===== src/rtl/otter_mem_port2_arbiter_if.sv =====
// Port-2 bus bundle: both requesters' command/response signals and the
// memory-side data port.  The arbiter takes the slave view; requesters and
// the memory take the master view.
interface otter_mem_port2_arbiter_if #(
    parameter int ADDR_W = 32
);
    // requester M0 (CPU data path)
    logic              M0_REQ;
    logic              M0_WE;
    logic [ADDR_W-1:0] M0_ADDR;
    logic [31:0]       M0_DIN;
    logic [1:0]        M0_SIZE;
    logic              M0_SIGN;
    logic              M0_GNT;
    logic              M0_DONE;
    logic [31:0]       M0_RDATA;
    logic              M0_ERR;

    // requester M1 (debug / program loader)
    logic              M1_REQ;
    logic              M1_WE;
    logic [ADDR_W-1:0] M1_ADDR;
    logic [31:0]       M1_DIN;
    logic [1:0]        M1_SIZE;
    logic              M1_SIGN;
    logic              M1_GNT;
    logic              M1_DONE;
    logic [31:0]       M1_RDATA;
    logic              M1_ERR;

    // memory data port
    logic [ADDR_W-1:0] MEM_ADDR2;
    logic [31:0]       MEM_DIN2;
    logic              MEM_WRITE2;
    logic              MEM_READ2;
    logic [1:0]        MEM_SIZE;
    logic              MEM_SIGN;
    logic [31:0]       MEM_DOUT2;
    logic              MEM_ERR;

    modport master (
        output M0_REQ, M0_WE, M0_ADDR, M0_DIN, M0_SIZE, M0_SIGN,
        input  M0_GNT, M0_DONE, M0_RDATA, M0_ERR,
        output M1_REQ, M1_WE, M1_ADDR, M1_DIN, M1_SIZE, M1_SIGN,
        input  M1_GNT, M1_DONE, M1_RDATA, M1_ERR,
        input  MEM_ADDR2, MEM_DIN2, MEM_WRITE2, MEM_READ2, MEM_SIZE, MEM_SIGN,
        output MEM_DOUT2, MEM_ERR
    );

    modport slave (
        input  M0_REQ, M0_WE, M0_ADDR, M0_DIN, M0_SIZE, M0_SIGN,
        output M0_GNT, M0_DONE, M0_RDATA, M0_ERR,
        input  M1_REQ, M1_WE, M1_ADDR, M1_DIN, M1_SIZE, M1_SIGN,
        output M1_GNT, M1_DONE, M1_RDATA, M1_ERR,
        output MEM_ADDR2, MEM_DIN2, MEM_WRITE2, MEM_READ2, MEM_SIZE, MEM_SIGN,
        input  MEM_DOUT2, MEM_ERR
    );
endinterface


===== src/rtl/otter_mem_port2_arbiter.sv =====
// OTTER memory port-2 arbiter.  Shares the data port between the CPU (M0,
// default priority) and a debug/loader requester (M1).  Each access runs
// IDLE -> ISSUE (-> RESP for loads) -> IDLE; address/size/sign stay put
// through RESP because the memory slices load data from them
// combinationally.  A starvation counter lets M1 pre-empt M0 after
// MAX_WAIT consecutive denied cycles.  All memory-side outputs are registers.
module otter_mem_port2_arbiter #(
    parameter int MAX_WAIT = 8,
    parameter int ADDR_W   = 32
) (
    input logic                        MEM_CLK,
    input logic                        MEM_RST_N,
    otter_mem_port2_arbiter_if.slave   bus
);

    localparam logic [7:0] WAIT_LIMIT = 8'(MAX_WAIT);

    typedef enum logic [1:0] {
        ST_IDLE,
        ST_ISSUE,
        ST_RESP
    } state_t;

    state_t state, state_nxt;

    // arbitration / command select
    logic              gnt0, gnt1;
    logic              m1_starved;
    logic              sel_we;
    logic [ADDR_W-1:0] sel_addr;
    logic [31:0]       sel_din;
    logic [1:0]        sel_size;
    logic              sel_sign;

    // latched command (drives the memory port directly)
    logic              owner_q;      // 0 = M0, 1 = M1
    logic              we_q;
    logic [ADDR_W-1:0] addr_q;
    logic [31:0]       din_q;
    logic [1:0]        size_q;
    logic              sign_q;
    logic              write_q;
    logic              read_q;
    logic              err_q;        // MEM_ERR sampled in ISSUE, for loads

    // starvation counter for M1
    logic [7:0]        wait_cnt;

    // per-requester completion registers
    logic              m0_done_q, m1_done_q;
    logic              m0_err_q,  m1_err_q;
    logic [31:0]       m0_rdata_q, m1_rdata_q;

    assign m1_starved = bus.M1_REQ && (wait_cnt == WAIT_LIMIT);

    // Next-state and grant decode; grants only in IDLE with reset released.
    always_comb begin
        gnt0      = 1'b0;
        gnt1      = 1'b0;
        state_nxt = state;
        case (state)
            ST_IDLE: begin
                if (MEM_RST_N) begin
                    if (m1_starved)
                        gnt1 = 1'b1;
                    else if (bus.M0_REQ)
                        gnt0 = 1'b1;
                    else if (bus.M1_REQ)
                        gnt1 = 1'b1;
                end
                if (gnt0 || gnt1)
                    state_nxt = ST_ISSUE;
            end
            ST_ISSUE: state_nxt = we_q ? ST_IDLE : ST_RESP;
            ST_RESP:  state_nxt = ST_IDLE;
            default:  state_nxt = ST_IDLE;
        endcase
    end

    // Command mux for the granted requester.
    always_comb begin
        sel_we   = gnt1 ? bus.M1_WE   : bus.M0_WE;
        sel_addr = gnt1 ? bus.M1_ADDR : bus.M0_ADDR;
        sel_din  = gnt1 ? bus.M1_DIN  : bus.M0_DIN;
        sel_size = gnt1 ? bus.M1_SIZE : bus.M0_SIZE;
        sel_sign = gnt1 ? bus.M1_SIGN : bus.M0_SIGN;
    end

    // State register.
    always_ff @(posedge MEM_CLK) begin
        if (!MEM_RST_N)
            state <= ST_IDLE;
        else
            state <= state_nxt;
    end

    // Latch the granted command; strobes last exactly the ISSUE cycle while
    // address/size/sign hold until the next grant.
    always_ff @(posedge MEM_CLK) begin
        if (!MEM_RST_N) begin
            owner_q <= 1'b0;
            we_q    <= 1'b0;
            addr_q  <= '0;
            din_q   <= '0;
            size_q  <= '0;
            sign_q  <= 1'b0;
            write_q <= 1'b0;
            read_q  <= 1'b0;
            err_q   <= 1'b0;
        end else if (gnt0 || gnt1) begin
            owner_q <= gnt1;
            we_q    <= sel_we;
            addr_q  <= sel_addr;
            din_q   <= sel_din;
            size_q  <= sel_size;
            sign_q  <= sel_sign;
            write_q <= sel_we;
            read_q  <= !sel_we;
        end else if (state == ST_ISSUE) begin
            write_q <= 1'b0;
            read_q  <= 1'b0;
            err_q   <= bus.MEM_ERR;
        end
    end

    // Completion: stores finish out of ISSUE, loads out of RESP; DONE/ERR
    // are single-cycle pulses, RDATA holds for the non-owner.
    always_ff @(posedge MEM_CLK) begin
        if (!MEM_RST_N) begin
            m0_done_q  <= 1'b0;
            m1_done_q  <= 1'b0;
            m0_err_q   <= 1'b0;
            m1_err_q   <= 1'b0;
            m0_rdata_q <= '0;
            m1_rdata_q <= '0;
        end else begin
            m0_done_q <= 1'b0;
            m1_done_q <= 1'b0;
            m0_err_q  <= 1'b0;
            m1_err_q  <= 1'b0;
            if (state == ST_ISSUE && we_q) begin
                if (owner_q) begin
                    m1_done_q <= 1'b1;
                    m1_err_q  <= bus.MEM_ERR;
                end else begin
                    m0_done_q <= 1'b1;
                    m0_err_q  <= bus.MEM_ERR;
                end
            end else if (state == ST_RESP) begin
                if (owner_q) begin
                    m1_done_q  <= 1'b1;
                    m1_err_q   <= err_q;
                    m1_rdata_q <= bus.MEM_DOUT2;
                end else begin
                    m0_done_q  <= 1'b1;
                    m0_err_q   <= err_q;
                    m0_rdata_q <= bus.MEM_DOUT2;
                end
            end
        end
    end

    // M1 starvation counter: counts denied request cycles, saturating.
    always_ff @(posedge MEM_CLK) begin
        if (!MEM_RST_N)
            wait_cnt <= '0;
        else if (!bus.M1_REQ || gnt1)
            wait_cnt <= '0;
        else if (wait_cnt != WAIT_LIMIT)
            wait_cnt <= wait_cnt + 8'd1;
    end

    assign bus.M0_GNT     = gnt0;
    assign bus.M1_GNT     = gnt1;
    assign bus.M0_DONE    = m0_done_q;
    assign bus.M1_DONE    = m1_done_q;
    assign bus.M0_ERR     = m0_err_q;
    assign bus.M1_ERR     = m1_err_q;
    assign bus.M0_RDATA   = m0_rdata_q;
    assign bus.M1_RDATA   = m1_rdata_q;
    assign bus.MEM_ADDR2  = addr_q;
    assign bus.MEM_DIN2   = din_q;
    assign bus.MEM_WRITE2 = write_q;
    assign bus.MEM_READ2  = read_q;
    assign bus.MEM_SIZE   = size_q;
    assign bus.MEM_SIGN   = sign_q;

endmodule


===== src/flat_wrapper.sv =====
// flat-port wrapper written by rule: the top's interface ports become plain ports
module otter_mem_port2_arbiter_flat 
#(
    parameter int MAX_WAIT = 8,
    parameter int ADDR_W   = 32
)
  (MEM_CLK, MEM_RST_N, bus_M0_REQ, bus_M0_WE, bus_M0_ADDR, bus_M0_DIN, bus_M0_SIZE, bus_M0_SIGN, bus_M0_GNT, bus_M0_DONE, bus_M0_RDATA, bus_M0_ERR, bus_M1_REQ, bus_M1_WE, bus_M1_ADDR, bus_M1_DIN, bus_M1_SIZE, bus_M1_SIGN, bus_M1_GNT, bus_M1_DONE, bus_M1_RDATA, bus_M1_ERR, bus_MEM_ADDR2, bus_MEM_DIN2, bus_MEM_WRITE2, bus_MEM_READ2, bus_MEM_SIZE, bus_MEM_SIGN, bus_MEM_DOUT2, bus_MEM_ERR);
  otter_mem_port2_arbiter_if #(.ADDR_W(ADDR_W)) bus_i ();
  input logic MEM_CLK;
  input logic MEM_RST_N;
  input wire logic [$bits(bus_i.M0_REQ)-1:0] bus_M0_REQ;
  input wire logic [$bits(bus_i.M0_WE)-1:0] bus_M0_WE;
  input wire logic [$bits(bus_i.M0_ADDR)-1:0] bus_M0_ADDR;
  input wire logic [$bits(bus_i.M0_DIN)-1:0] bus_M0_DIN;
  input wire logic [$bits(bus_i.M0_SIZE)-1:0] bus_M0_SIZE;
  input wire logic [$bits(bus_i.M0_SIGN)-1:0] bus_M0_SIGN;
  output wire logic [$bits(bus_i.M0_GNT)-1:0] bus_M0_GNT;
  output wire logic [$bits(bus_i.M0_DONE)-1:0] bus_M0_DONE;
  output wire logic [$bits(bus_i.M0_RDATA)-1:0] bus_M0_RDATA;
  output wire logic [$bits(bus_i.M0_ERR)-1:0] bus_M0_ERR;
  input wire logic [$bits(bus_i.M1_REQ)-1:0] bus_M1_REQ;
  input wire logic [$bits(bus_i.M1_WE)-1:0] bus_M1_WE;
  input wire logic [$bits(bus_i.M1_ADDR)-1:0] bus_M1_ADDR;
  input wire logic [$bits(bus_i.M1_DIN)-1:0] bus_M1_DIN;
  input wire logic [$bits(bus_i.M1_SIZE)-1:0] bus_M1_SIZE;
  input wire logic [$bits(bus_i.M1_SIGN)-1:0] bus_M1_SIGN;
  output wire logic [$bits(bus_i.M1_GNT)-1:0] bus_M1_GNT;
  output wire logic [$bits(bus_i.M1_DONE)-1:0] bus_M1_DONE;
  output wire logic [$bits(bus_i.M1_RDATA)-1:0] bus_M1_RDATA;
  output wire logic [$bits(bus_i.M1_ERR)-1:0] bus_M1_ERR;
  output wire logic [$bits(bus_i.MEM_ADDR2)-1:0] bus_MEM_ADDR2;
  output wire logic [$bits(bus_i.MEM_DIN2)-1:0] bus_MEM_DIN2;
  output wire logic [$bits(bus_i.MEM_WRITE2)-1:0] bus_MEM_WRITE2;
  output wire logic [$bits(bus_i.MEM_READ2)-1:0] bus_MEM_READ2;
  output wire logic [$bits(bus_i.MEM_SIZE)-1:0] bus_MEM_SIZE;
  output wire logic [$bits(bus_i.MEM_SIGN)-1:0] bus_MEM_SIGN;
  input wire logic [$bits(bus_i.MEM_DOUT2)-1:0] bus_MEM_DOUT2;
  input wire logic [$bits(bus_i.MEM_ERR)-1:0] bus_MEM_ERR;
  assign bus_i.M0_REQ = bus_M0_REQ;
  assign bus_i.M0_WE = bus_M0_WE;
  assign bus_i.M0_ADDR = bus_M0_ADDR;
  assign bus_i.M0_DIN = bus_M0_DIN;
  assign bus_i.M0_SIZE = bus_M0_SIZE;
  assign bus_i.M0_SIGN = bus_M0_SIGN;
  assign bus_M0_GNT = bus_i.M0_GNT;
  assign bus_M0_DONE = bus_i.M0_DONE;
  assign bus_M0_RDATA = bus_i.M0_RDATA;
  assign bus_M0_ERR = bus_i.M0_ERR;
  assign bus_i.M1_REQ = bus_M1_REQ;
  assign bus_i.M1_WE = bus_M1_WE;
  assign bus_i.M1_ADDR = bus_M1_ADDR;
  assign bus_i.M1_DIN = bus_M1_DIN;
  assign bus_i.M1_SIZE = bus_M1_SIZE;
  assign bus_i.M1_SIGN = bus_M1_SIGN;
  assign bus_M1_GNT = bus_i.M1_GNT;
  assign bus_M1_DONE = bus_i.M1_DONE;
  assign bus_M1_RDATA = bus_i.M1_RDATA;
  assign bus_M1_ERR = bus_i.M1_ERR;
  assign bus_MEM_ADDR2 = bus_i.MEM_ADDR2;
  assign bus_MEM_DIN2 = bus_i.MEM_DIN2;
  assign bus_MEM_WRITE2 = bus_i.MEM_WRITE2;
  assign bus_MEM_READ2 = bus_i.MEM_READ2;
  assign bus_MEM_SIZE = bus_i.MEM_SIZE;
  assign bus_MEM_SIGN = bus_i.MEM_SIGN;
  assign bus_i.MEM_DOUT2 = bus_MEM_DOUT2;
  assign bus_i.MEM_ERR = bus_MEM_ERR;
  otter_mem_port2_arbiter #(.MAX_WAIT(MAX_WAIT), .ADDR_W(ADDR_W)) u_core (.MEM_CLK(MEM_CLK), .MEM_RST_N(MEM_RST_N), .bus(bus_i));
endmodule

===== config.mk =====
export PLATFORM = sky130hd
export DESIGN_NAME = otter_mem_port2_arbiter_flat
export DESIGN_NICKNAME = d
export VERILOG_FILES = /design/src/rtl/otter_mem_port2_arbiter_if.sv /design/src/rtl/otter_mem_port2_arbiter.sv /design/src/flat_wrapper.sv
export SDC_FILE = /design/constraint.sdc
export NUM_CORES = 1
export LEC_CHECK = 0
export BUFFER_PORTS_ARGS = -buffer_cell sky130_fd_sc_hd__buf_2
export CORE_UTILIZATION = 40
export DETAILED_ROUTE_END_ITERATION = 8
export GPL_TIMING_DRIVEN = 0
export PLACE_DENSITY = 0.7
export SETUP_SLACK_MARGIN = 0.05
export SKIP_LAST_GASP = 1
export SYNTH_ARGS = -nofsm -noshare
export SYNTH_HDL_FRONTEND = slang
export SYNTH_SLANG_ARGS = --single-unit

===== constraint.sdc =====
create_clock -name MEM_CLK -period 3 [get_ports MEM_CLK]
set_clock_uncertainty 0.2 [all_clocks]
set_input_delay 0.3 -clock MEM_CLK [delete_from_list [all_inputs] [get_ports MEM_CLK]]
set_output_delay 0.3 -clock MEM_CLK [all_outputs]
set_load 0.005 [all_outputs]

==> summary.txt <==
Run status
  • Outcome: finished clean

Pwr
  • Share of power burned in combinational logic: 0.189
  • Power spent charging and discharging nets: about 1.5 mW
  • Peak supply drop: 0.000405 V
  • Clock network power share: 0.394
  • Sequential cell fraction of total power: 0.417
  • P_int: between 3 and 4 mW
  • Switching portion of total power: 0.289
  • Pwr/cell area: 479 mW/mm2
  • Static Leakage: 4.84 nW

Detailed routing
  • Total routed wire length on the met1 layer: ~11 mm
  • Vias per Instance: 5.33
  • Routed wire per std cell: ~17 um
  • Overall routed net length: about 27 mm
  • Number of violations reported at the end of detailed-routing iteration 0: 460
  • Number of remaining DRC errors: 0
  • Highest Signal Layer: met5
  • Length of routed met2 wiring: ~13 mm
  • First drt pass iteration count: 6
  • Total number of vias: approximately 8700
  • Routed Antenna Nets: 0
  • Met3 wire len: approximately 2.2 mm

Global route
  • Largest net degree at the start of global routing: 17
  • Number of antenna violations at the first check in global routing: 1
  • Via count of the first global-routing pass: about 8100
  • GR Util All Layers: 0.267
  • Global-route wire length before repair: 41.7 mm
  • Global route total overflow: 0

Timing
  • Hold Fails Final Rpt: 0
  • Highest attainable clock frequency: around 370 MHz
  • Setup TNS after final layout: 0 ns
  • Final number of max-transition violations: 0
  • Final Setup Violations: 0
  • Final hold slack: 0.0233 ns
  • Final critical-path required period: around 2.7 ns
  • Period utilisation layout: 0.893
  • RSZ-0062 raised after global routing: no
  • Tightest slew margin relative to the limit: 0.484
  • Worst-Margin Slew: slightly below 0.8 ns

Floorplanning
  • Area enclosed by the die boundary: around 0.02 mm2
  • Top Ports: around 310
  • Die width: 139 um
  • Initial standard-cell utilization of the core: 0.414
  • Num rows: 49
  • Core Area: 0.0183 mm2
  • Die height: about 140 um

CTS
  • Cell chosen for the clock root: clkbuf_16
  • CTS HTree Levels: 4
  • TritonCTS Buffers: 17
  • Clock transition at the registers of the reported paths: around 0.070 ns
  • Clock tree from TritonCTS: yes
  • Max Root-Sink Buffers: 2
  • Total clock sinks: 150
  • Clock Latency Late Sink: around 0.41 ns

Synth
  • Area share of and/or/nand/nor cells after synthesis: 0.227
  • Number of enable flip-flop cells after synthesis: 0
  • Area share of xor/xnor cells in the synthesized design: 0.00695
  • Post-synth design cell area: approximately 0.0076 mm2
  • Commonest register cell after synthesis: dfxtp_1
  • Synthesized net count: between 1000 and 1500
  • Count of yosys warnings during synthesis: 0
  • Fraction of synthesized area in multiplexers: 0.0965
  • Post-synthesis share of cell area spent on full adders, half adders and majority gates: 0.00331
  • Netlist cell types: 44
  • Number of storage elements in the synthesis netlist: 150
  • Register area share after synthesis: 0.397
  • Asr flop ratio synth: 0
  • Combinational family with the most area after synthesis: simple AND/OR/NAND/NOR gates
  • Syn Inst Count: 962
  • Complex-gate fraction of the synthesized area: 0.203
  • Mean area per synthesized cell: approximately 8 um2

Final layout
  • Post-route cell area: ~0.011 mm2
  • Area growth from synthesis to layout: 45.4%
  • Inserted Diodes: 0
  • Layout cells sized above 1: 0.314
  • Post-Layout Cell Count: roughly 1600
  • Most used cells in the layout excluding fill and tap cells: 325 x buf_2, 196 x nand2_1, 150 x dfxtp_1, 132 x a21oi_1, 102 x dlygate4sd3_1
  • # nets final: roughly 1600
  • Most common library cell in the layout ignoring fill and taps: buf_2

Worst setup path
  • Slowest cell on the critical path: a21boi_0
  • Element type at the critical path end: output port
  • Top Family by Delay on Critical Path: simple AND/OR/NAND/NOR gates
  • Biggest cell delay along the critical path: ~0.44 ns
  • Highest net fanout along the worst path: 7
  • Critical-path cell list: inv_1, ha_1, nor4b_4, nand2_1, a21boi_0, buf_2
  • Crit path buffers/inverters: 2
  • Required @ worst endpoint: between 2 and 3 ns
  • Arrival time at the worst endpoint: about 2.2 ns
  • Worst Path Class, Setup: reg -> out
  • Sort of element at the start of the critical path: register

Flow run
  • Count of max-cap constraint violations: 0

Placement
  • Placed Instances: between 1500 and 2000
  • Final RePlAce weighted congestion: between 0.8 and 0.9
  • Port-buffer cells: 310
  • Placed inst area: between 0.009 and 0.01 mm2
  • DPL Wire Length: roughly 19 mm

Worst hold path
  • Worst hold-check path type: in -> reg
-- area by class of cell --
cell class                      instances  area, um2
Buffer                                 87        477
Clock buffer                           19        453
Clock inverter                         13        111
Fill cell                            1631       7280
Inverter                                5       18.8
Multi-Input combinational cell        720       4070
Sequential cell                       150       3000
Tap cell                              229        287
Timing Repair Buffer                  412       2570
-- per-layer routing --
layer / track usage / up-vias
met5: 0 / -
met4: 0.108 / 2
met3: 0.0685 / 59
met2: 0.462 / 406
met1: 0.315 / 4026
li1: - / 4216
-- final timing paths --
path / slack, ns / endpoint / cells past startpoint / from
setup / recovery: 0.32 / bus_M1_GNT / 6 / u_core.wait_cnt[0]
hold / removal: 0.02 / u_core.bus.MEM_SIZE[1] / 2 / bus_M0_SIZE[1]
setup reg to reg: 0.44 / u_core.bus.MEM_ADDR2[31] / 8 / u_core.wait_cnt[0]
hold reg to reg: 0.25 / u_core.bus.M0_RDATA[5] / 2 / u_core.bus.M0_RDATA[5]
-- logic make-up after synthesis --
logic type,after synthesis
AO/OA/AOI/OAI,278
XOR/XNOR,6
adder cells (fa/ha/maj),2
buffers and inverters,92
flip-flops,150
multiplexers,65
AND/OR/NAND/NOR,369
-- metrics by stage --
step | util | worst slack, ns | power, mW
global route | 0.601 | 0.121 | 5.47
detailed placement | 0.514 | 0.681 | 3.11
global placement | 0.514 | 0.673 | 3.10
finish | 0.601 | 0.320 | 5.26
CTS | 0.601 | 0.219 | 5.28
floorplan | - | 1.22 | 2.69
-- power by group through the flow --
stage	Sequential [mW]	Clock [mW]	Combinational (mW)
floorplan	2.24	0	0.447
global placement	2.24	0	0.862
detailed placement	2.24	0	0.871
CTS	2.20	2.10	0.981
global route	2.21	2.18	1.08
finish	2.20	2.07	0.994
-- registers in the layout (all words and copies together) (netlist names) --
register	cells
u_core.wait_cnt	8
u_core.we_q	1
u_core.bus.M0_DONE	1
u_core.bus.MEM_SIGN	1
u_core.bus.M1_ERR	1
u_core.bus.M1_DONE	1
u_core.bus.MEM_WRITE2	1
u_core.bus.M0_RDATA	32
u_core.err_q	1
u_core.state	2
u_core.bus.MEM_DIN2	32
u_core.bus.M1_RDATA	32
u_core.bus.M0_ERR	1
u_core.owner_q	1
u_core.bus.MEM_SIZE	2
u_core.bus.MEM_ADDR2	32
u_core.bus.MEM_READ2	1
-- Yosys cell counts (2+ instances only) --
cell,number,share of area
o221a_2,3,0.0045
o21a_1,5,0.0050
nand2b_1,67,0.055
xor2_1,5,0.0058
dfxtp_1,150,0.40
nor2_1,17,0.0084
buf_12,6,0.016
buf_2,15,0.0099
and3_1,2,0.0017
a22oi_1,3,0.0030
or3_1,2,0.0017
a21oi_1,132,0.087
o21ai_0,63,0.042
nor3_1,2,0.0013
a31oi_1,64,0.053
ha_1,2,0.0033
clkbuf_1,51,0.025
inv_1,5,0.0025
mux2_2,63,0.094
and2_1,2,0.0017
a21boi_0,2,0.0020
mux2i_1,2,0.0026
nor2b_1,2,0.0017
buf_4,7,0.0070
buf_1,7,0.0035
nand2_1,196,0.097
nand3_1,70,0.046
-- what timing repair did --
item | in CTS | in global routing
buffers inserted | 0 | 0
hold endpoints to repair | 132 | 0
endpoints found under the setup margin | 0 | 1
gates resized for setup | 0 | 1
hold buffers | 102 | 0
Power figures use the tool's default switching activity.
